**src/rtl/uart_pkg.sv**
```systemverilog
// Shared UART definitions: transmit FSM states, frame constants and the baud divider helper.
// Ports: none (package).
package uart_pkg;

  typedef enum logic [1:0] {
    IDLE  = 2'd0,
    START = 2'd1,
    DATA  = 2'd2,
    STOP  = 2'd3
  } tx_state_t;

  localparam int unsigned DATA_BITS  = 8;
  localparam logic        IDLE_LEVEL = 1'b1;

  // Whole clocks per bit cell; the remainder of the division is dropped.
  function automatic int unsigned clocks_per_bit(input int unsigned freq, input int unsigned baud);
    return freq / baud;
  endfunction

endpackage

```
**src/rtl/uart_transmitter_byte_fifo.sv**
```systemverilog
// byte_fifo: synchronous FIFO with registered count and pointer wrap modulo DEPTH.
// Ports:
//   clock, reset   rising-edge clock, synchronous active-high reset
//   i_push/i_data  write request and data (ignored when full)
//   i_pop/o_data   read request (ignored when empty) and head-of-queue data
//   o_empty        no entries stored
//   o_full_next    queue will be full after this cycle's push/pop
//   o_count        number of stored entries (one bit wider than the pointers)
module byte_fifo #(
  parameter int unsigned DEPTH = 16,
  parameter int unsigned WIDTH = 8
) (
  input  logic                     clock,
  input  logic                     reset,
  input  logic                     i_push,
  input  logic [WIDTH-1:0]         i_data,
  input  logic                     i_pop,
  output logic [WIDTH-1:0]         o_data,
  output logic                     o_empty,
  output logic                     o_full_next,
  output logic [$clog2(DEPTH):0]   o_count
);

  localparam int unsigned AW = $clog2(DEPTH);
  localparam int unsigned CW = AW + 1;

  logic [WIDTH-1:0] r_mem [DEPTH];
  logic [AW-1:0]    r_wr_ptr;
  logic [AW-1:0]    r_rd_ptr;
  logic [CW-1:0]    r_count;
  logic             w_full;
  logic             w_push;
  logic             w_pop;
  logic [CW-1:0]    w_count_next;

  // A full FIFO refuses pushes even when a pop frees a slot in the same cycle.
  assign w_full  = (r_count == CW'(DEPTH));
  assign o_empty = (r_count == '0);
  assign w_push  = i_push && !w_full;
  assign w_pop   = i_pop && !o_empty;

  always_comb begin
    w_count_next = r_count;
    if (w_push && !w_pop) begin
      w_count_next = r_count + 1'b1;
    end else if (w_pop && !w_push) begin
      w_count_next = r_count - 1'b1;
    end
  end

  assign o_full_next = (w_count_next == CW'(DEPTH));
  assign o_count     = r_count;
  assign o_data      = r_mem[r_rd_ptr];

  // Storage array carries no reset; validity is tracked by the pointers.
  always_ff @(posedge clock) begin
    if (w_push) begin
      r_mem[r_wr_ptr] <= i_data;
    end
  end

  always_ff @(posedge clock) begin
    if (reset) begin
      r_wr_ptr <= '0;
      r_rd_ptr <= '0;
      r_count  <= '0;
    end else begin
      if (w_push) r_wr_ptr <= r_wr_ptr + 1'b1;
      if (w_pop)  r_rd_ptr <= r_rd_ptr + 1'b1;
      r_count <= w_count_next;
    end
  end

endmodule

```
**src/rtl/uart_transmitter.sv**
```systemverilog
// uart_transmitter: queues bytes from a valid/ready port and sends them as 8N1 (or 8N2) frames,
// LSB first, back-to-back with no idle gap while the queue holds data.
// Ports:
//   clock, reset   rising-edge clock, synchronous active-high reset
//   input_data     byte to send; accepted when input_valid && input_ready
//   input_ready    registered !full of the queue, low while in reset
//   uart_transmit  registered serial line, idle high
//   busy           frame on the wire or queue non-empty
//   fifo_count     bytes queued, excluding the byte being shifted out
module uart_transmitter
  import uart_pkg::*;
#(
  parameter int unsigned CLOCK_FREQUENCY = 100_000_000,
  parameter int unsigned BAUD_RATE       = 115_200,
  parameter int unsigned FIFO_DEPTH      = 16,
  parameter int unsigned STOP_BITS       = 1
) (
  input  logic                          clock,
  input  logic                          reset,
  input  logic [7:0]                    input_data,
  input  logic                          input_valid,
  output logic                          input_ready,
  output logic                          uart_transmit,
  output logic                          busy,
  output logic [$clog2(FIFO_DEPTH):0]   fifo_count
);

  localparam int unsigned CPB         = clocks_per_bit(CLOCK_FREQUENCY, BAUD_RATE);
  localparam int unsigned STOP_CYCLES = STOP_BITS * CPB;
  localparam int unsigned BAUD_W      = $clog2(STOP_CYCLES);
  localparam int unsigned BIT_W       = $clog2(DATA_BITS);

  tx_state_t             r_state;
  logic [BAUD_W-1:0]     r_baud;
  logic [BIT_W-1:0]      r_bit;
  logic [DATA_BITS-1:0]  r_shift;
  logic                  r_tx;
  logic                  r_ready;

  logic                  w_push;
  logic                  w_pop;
  logic                  w_empty;
  logic                  w_full_next;
  logic [7:0]            w_head;
  logic                  w_cell_end;
  logic                  w_stop_end;

  assign w_push     = input_valid && r_ready;
  assign w_cell_end = (r_baud == BAUD_W'(CPB - 1));
  assign w_stop_end = (r_baud == BAUD_W'(STOP_CYCLES - 1));
  // Pop from IDLE, or on the last stop cycle so the next START follows with no gap.
  assign w_pop      = !w_empty && ((r_state == IDLE) || ((r_state == STOP) && w_stop_end));

  byte_fifo #(
    .DEPTH (FIFO_DEPTH),
    .WIDTH (8)
  ) u_fifo (
    .clock       (clock),
    .reset       (reset),
    .i_push      (w_push),
    .i_data      (input_data),
    .i_pop       (w_pop),
    .o_data      (w_head),
    .o_empty     (w_empty),
    .o_full_next (w_full_next),
    .o_count     (fifo_count)
  );

  // Ready is registered from the queue occupancy it will have next cycle.
  always_ff @(posedge clock) begin
    if (reset) r_ready <= 1'b0;
    else       r_ready <= !w_full_next;
  end

  // Frame FSM with baud counter, bit index and shift register; line level registered on each transition.
  always_ff @(posedge clock) begin
    if (reset) begin
      r_state <= IDLE;
      r_baud  <= '0;
      r_bit   <= '0;
      r_shift <= '0;
      r_tx    <= IDLE_LEVEL;
    end else begin
      case (r_state)
        IDLE: begin
          r_tx   <= IDLE_LEVEL;
          r_baud <= '0;
          if (w_pop) begin
            r_shift <= w_head;
            r_state <= START;
            r_tx    <= 1'b0;
          end
        end
        START: begin
          if (w_cell_end) begin
            r_baud  <= '0;
            r_bit   <= '0;
            r_state <= DATA;
            r_tx    <= r_shift[0];
          end else begin
            r_baud <= r_baud + 1'b1;
          end
        end
        DATA: begin
          if (w_cell_end) begin
            r_baud  <= '0;
            r_shift <= {1'b0, r_shift[DATA_BITS-1:1]};
            if (r_bit == BIT_W'(DATA_BITS - 1)) begin
              r_state <= STOP;
              r_tx    <= IDLE_LEVEL;
            end else begin
              r_bit <= r_bit + 1'b1;
              r_tx  <= r_shift[1];
            end
          end else begin
            r_baud <= r_baud + 1'b1;
          end
        end
        STOP: begin
          if (w_stop_end) begin
            r_baud <= '0;
            if (w_pop) begin
              r_shift <= w_head;
              r_state <= START;
              r_tx    <= 1'b0;
            end else begin
              r_state <= IDLE;
              r_tx    <= IDLE_LEVEL;
            end
          end else begin
            r_baud <= r_baud + 1'b1;
          end
        end
        default: begin
          r_state <= IDLE;
          r_tx    <= IDLE_LEVEL;
        end
      endcase
    end
  end

  assign uart_transmit = r_tx;
  assign input_ready   = r_ready;
  assign busy          = (r_state != IDLE) || !w_empty;

endmodule

```
**config.mk**
```make
export PLATFORM = sky130hd
export DESIGN_NAME = uart_transmitter
export DESIGN_NICKNAME = d
export VERILOG_FILES = /design/src/rtl/uart_pkg.sv /design/src/rtl/uart_transmitter_byte_fifo.sv /design/src/rtl/uart_transmitter.sv
export SDC_FILE = /design/constraint.sdc
export NUM_CORES = 1
export LEC_CHECK = 0
export CORE_MARGIN = 2
export CORE_UTILIZATION = 60
export CTS_BUF_LIST = sky130_fd_sc_hd__clkbuf_4
export DETAILED_ROUTE_END_ITERATION = 10
export PLACE_DENSITY = 0.75
export SYNTH_ARGS = -nofsm -noshare
export SYNTH_HDL_FRONTEND = slang
export SYNTH_HIERARCHICAL = 1
export SYNTH_SLANG_ARGS = --single-unit
```
**constraint.sdc**
```tcl
create_clock -name clock -period 4.05 [get_ports clock]
set_clock_uncertainty 0.1 [all_clocks]
set_input_delay 0.405 -clock clock [delete_from_list [all_inputs] [get_ports clock]]
set_output_delay 0.405 -clock clock [all_outputs]
set_load 0.05 [all_outputs]
```
==> results by group <==
Clocking
  • Worst skew pair latency: 0.54 ns
  • CTS max path bufs: 2
  • Setup Buffers After CTS: 0
  • CTS tree: yes
  • Clock Pin Slew Worst Setup and Hold Paths: approximately 0.13 ns
  • Clk root buf: clkbuf_4
  • CTS sink cnt: 170
  • H-tree depth: 4
  • Post-cts hold buffer count: 0
  • Cts repair resizes: 0
  • TritonCTS Buffers: 17

STA
  • Rel. slew slack: 44.4%
  • Slew Limit Fails: 0
  • Part of the cycle the worst path needs: 83.2%
  • Final Hold Viols: 0
  • Setup TNS: 0 ns
  • Finish-stage setup viols: 0
  • RSZ-0062 raised after global routing: false
  • Max Fclk: 0.297 GHz
  • Worst-margin pin slew: 0.832 ns
  • Min cycle time layout: 3.37 ns

Critical path
  • Startpoint types: register
  • Crit-path cells: inv_1 -> ha_1 -> or4b_4 -> inv_2 -> nand2_1 -> clkdlybuf4s50_1
  • CP Buf/Inv Count: 3
  • CP required: about 3.5 ns
  • Slowest stage delay, CP: 0.70 ns
  • Crit-path slowest cell: clkdlybuf4s50_1
  • CP max FO: 9
  • Crit Path Category: register to primary output
  • Critical Path AT: 2.86 ns
  • Critical path's top delay family: buffers and inverters
  • Worst Setup End Kind: primary output

Synth
  • Synth top cells by count: 128 x edfxtp_1, 42 x dfxtp_1, 41 x mux4_2, 37 x nor2_1, 22 x nand2_1
  • Top cells by area, synth: edfxtp_1 53%, mux4_2 13%, dfxtp_1 12%
  • Unique masters post-synth: 51
  • Ys flop type: edfxtp_1
  • Post-Synthesis Cells: 455
  • Post-synth EDFFs: approximately 130
  • Synthesized area: ~7200 um2
  • Post-synth top area cell: edfxtp_1
  • Post-synth top area share: 53.4%
  • Syn Nets: 481
  • Post-synthesis sequential area ratio: 65.0%
  • Asr flop ratio synth: 0%
  • Synthesized area per cell: between 15 and 20 um2
  • Top-count cell post-synth: edfxtp_1
  • Number of synthesized register bits: 170
  • Yosys synthesis warning count: 6

Drt
  • Met2 wire len: 6150 um
  • DRC viols: 0
  • Vias per inst: about 6.0
  • DR top layer: met4
  • Routed wire length: 12200 um
  • Routed Antenna Nets: 0
  • Initial drt markers: 335
  • First-pass iteration count of the detailed router: 4
  • Metal3 WL: 592 um
  • M1 WL: around 5300 um
  • DR WL/cell: 19.0 um
  • DR vias: 3833

GRT
  • Global-route usage over all layers: between 20% and 30%
  • Largest net degree at the start of global routing: 33
  • First-pass GRT wire length: 19600 um
  • Initial antenna violation count: 1
  • Gr ovfl total: 0
  • Vias in the first global route: 3765

Finish
  • Area Growth Syn to Fin: 8.58%
  • Share of cells above drive strength 1: 19.5%
  • Final nets: 506

Floorplan
  • IO Count: 19
  • Cell Rows: 40
  • Die Y: about 110 um
  • Initial Utilization: 60.7%
  • DIE AREA: between 10000 and 15000 um2
  • Die W: 114 um
  • CORE AREA: approximately 12000 um2

Power
  • VDD IR max: 0.461 mV
  • Pwr Density: about 540 nW/um2
  • LEAKAGE: 2.51 nW
  • Final Total Pwr: 4.25 mW

Place
  • Port bufs: 18
  • HPWL after detailed placement: 8080 um
  • GP Congestion: 0.894

Flow run
  • Max Cap Viol: 0

Worst hold path
  • Type of the worst min-delay path: register to register

Run status
  • Status: finished, final reports clean
==> registers in the layout, indices dropped and copies added (netlist names), named ones only <==
name and count:
u_fifo/r_wr_ptr 4, u_fifo/o_count 5, u_fifo/r_mem 128, r_baud 10, r_state 2, uart_transmit 1
input_ready 1, u_fifo/r_rd_ptr 4, r_bit 3, r_shift 8
==> area by class of cell <==
cell class | count | area (um2)
flip-flops and latches | 170 | 4690
repair buffers | 24 | 225
inverters | 12 | 45.0
clock inverters | 13 | 143
well taps | 147 | 184
diodes | 1 | 2.50
fillers | 832 | 4040
clock buffers | 19 | 143
multi-input cells | 255 | 2390
==> layer usage <==
metal | up-vias | GRT usage, %
li1 | 1801 | -
met1 | 1939 | 27.6
met2 | 83 | 33.0
met3 | 10 | 5.31
met4 | 0 | 6.18
met5 | - | 0
==> final timing paths <==
path,startpoint,end,slack (ns),cells past startpoint
min,r_baud[0]$_SDFF_PP0_,r_baud[0]$_SDFF_PP0_,0.39,1
max reg2reg,r_baud[0]$_SDFF_PP0_,input_ready$_SDFF_PP0_,0.99,11
max,u_fifo/o_count[0]$_SDFF_PP0_,busy,0.68,6
min reg2reg,r_baud[0]$_SDFF_PP0_,r_baud[0]$_SDFF_PP0_,0.39,1
==> cell usage in the layout, fill, tap and decap left out, types with 2 or more instances in the layout <==
master / Yosys / final
nand2_1: 22 / 22
mux2_4: 7 / 7
inv_6: 0 / 3
and4_1: 4 / 4
clkbuf_4: 0 / 19
a211oi_1: 2 / 2
inv_1: 11 / 11
mux2i_1: 9 / 9
or4b_4: 2 / 2
nand2b_1: 3 / 3
clkdlybuf4s50_1: 0 / 18
edfxtp_1: 128 / 128
clkinvlp_4: 0 / 2
nor2b_1: 15 / 15
and2_1: 13 / 13
a21oi_1: 12 / 12
a221o_1: 2 / 2
nand3_1: 8 / 8
a31oi_1: 3 / 3
mux4_2: 41 / 41
nor3_1: 6 / 6
ha_1: 15 / 15
or3_1: 4 / 4
clkinv_4: 0 / 2
dfxtp_1: 42 / 41
buf_4: 0 / 6
xor2_1: 6 / 6
o21ai_0: 8 / 8
bufinv_16: 0 / 2
xnor2_1: 11 / 11
nand4_1: 4 / 4
nor2_1: 37 / 37
clkinv_1: 0 / 2
==> where the power goes <==
group | leakage [nW] | total, mW | switching (mW) | internal [mW]
sequential | 1.49 | 2.01 | 0.0705 | 1.94
clock | 0.151 | 0.946 | 0.559 | 0.387
combinational | 0.870 | 1.30 | 0.694 | 0.604
==> metrics by stage <==
step / util (%) / cell area, um2 / instances / worst slack, ns / hold slack, ns
after floorplan: - / 7200 / 455 / 0.823 / 0.330
after global placement: 63.5 / 7530 / 608 / 1.04 / 0.343
after detailed placement: 63.5 / 7530 / 608 / 1.00 / 0.356
after CTS: 65.9 / 7820 / 640 / 0.684 / 0.385
after global routing: 65.9 / 7820 / 641 / 0.557 / 0.432
final: 65.9 / 7820 / 641 / 0.681 / 0.392
==> kinds of logic (layout without fill, tap and decap cells) <==
group	Yosys count	in the layout	synth area share, %
simple gates	128	128	9.57
flops	170	170	65.0
other cells	0	1	0
compound gates	38	38	3.44
xor+xnor	17	17	2.07
fa+ha+maj	15	15	2.61
buf+inv	30	68	1.74
mux	57	57	15.5
==> worst reg2reg max path: stages, from the launching register on <==
cell,delay [ns]
dfxtp_1,0.40
ha_1,0.23
or4b_4,0.50
nor3_1,0.15
buf_4,0.17
nand2_1,0.06
a21oi_1,0.15
buf_4,0.18
mux4_2,0.50
a211o_1,0.25
nor4_2,0.23
nor2_1,0.06
No activity file was read; power rests on OpenSTA's default activity.
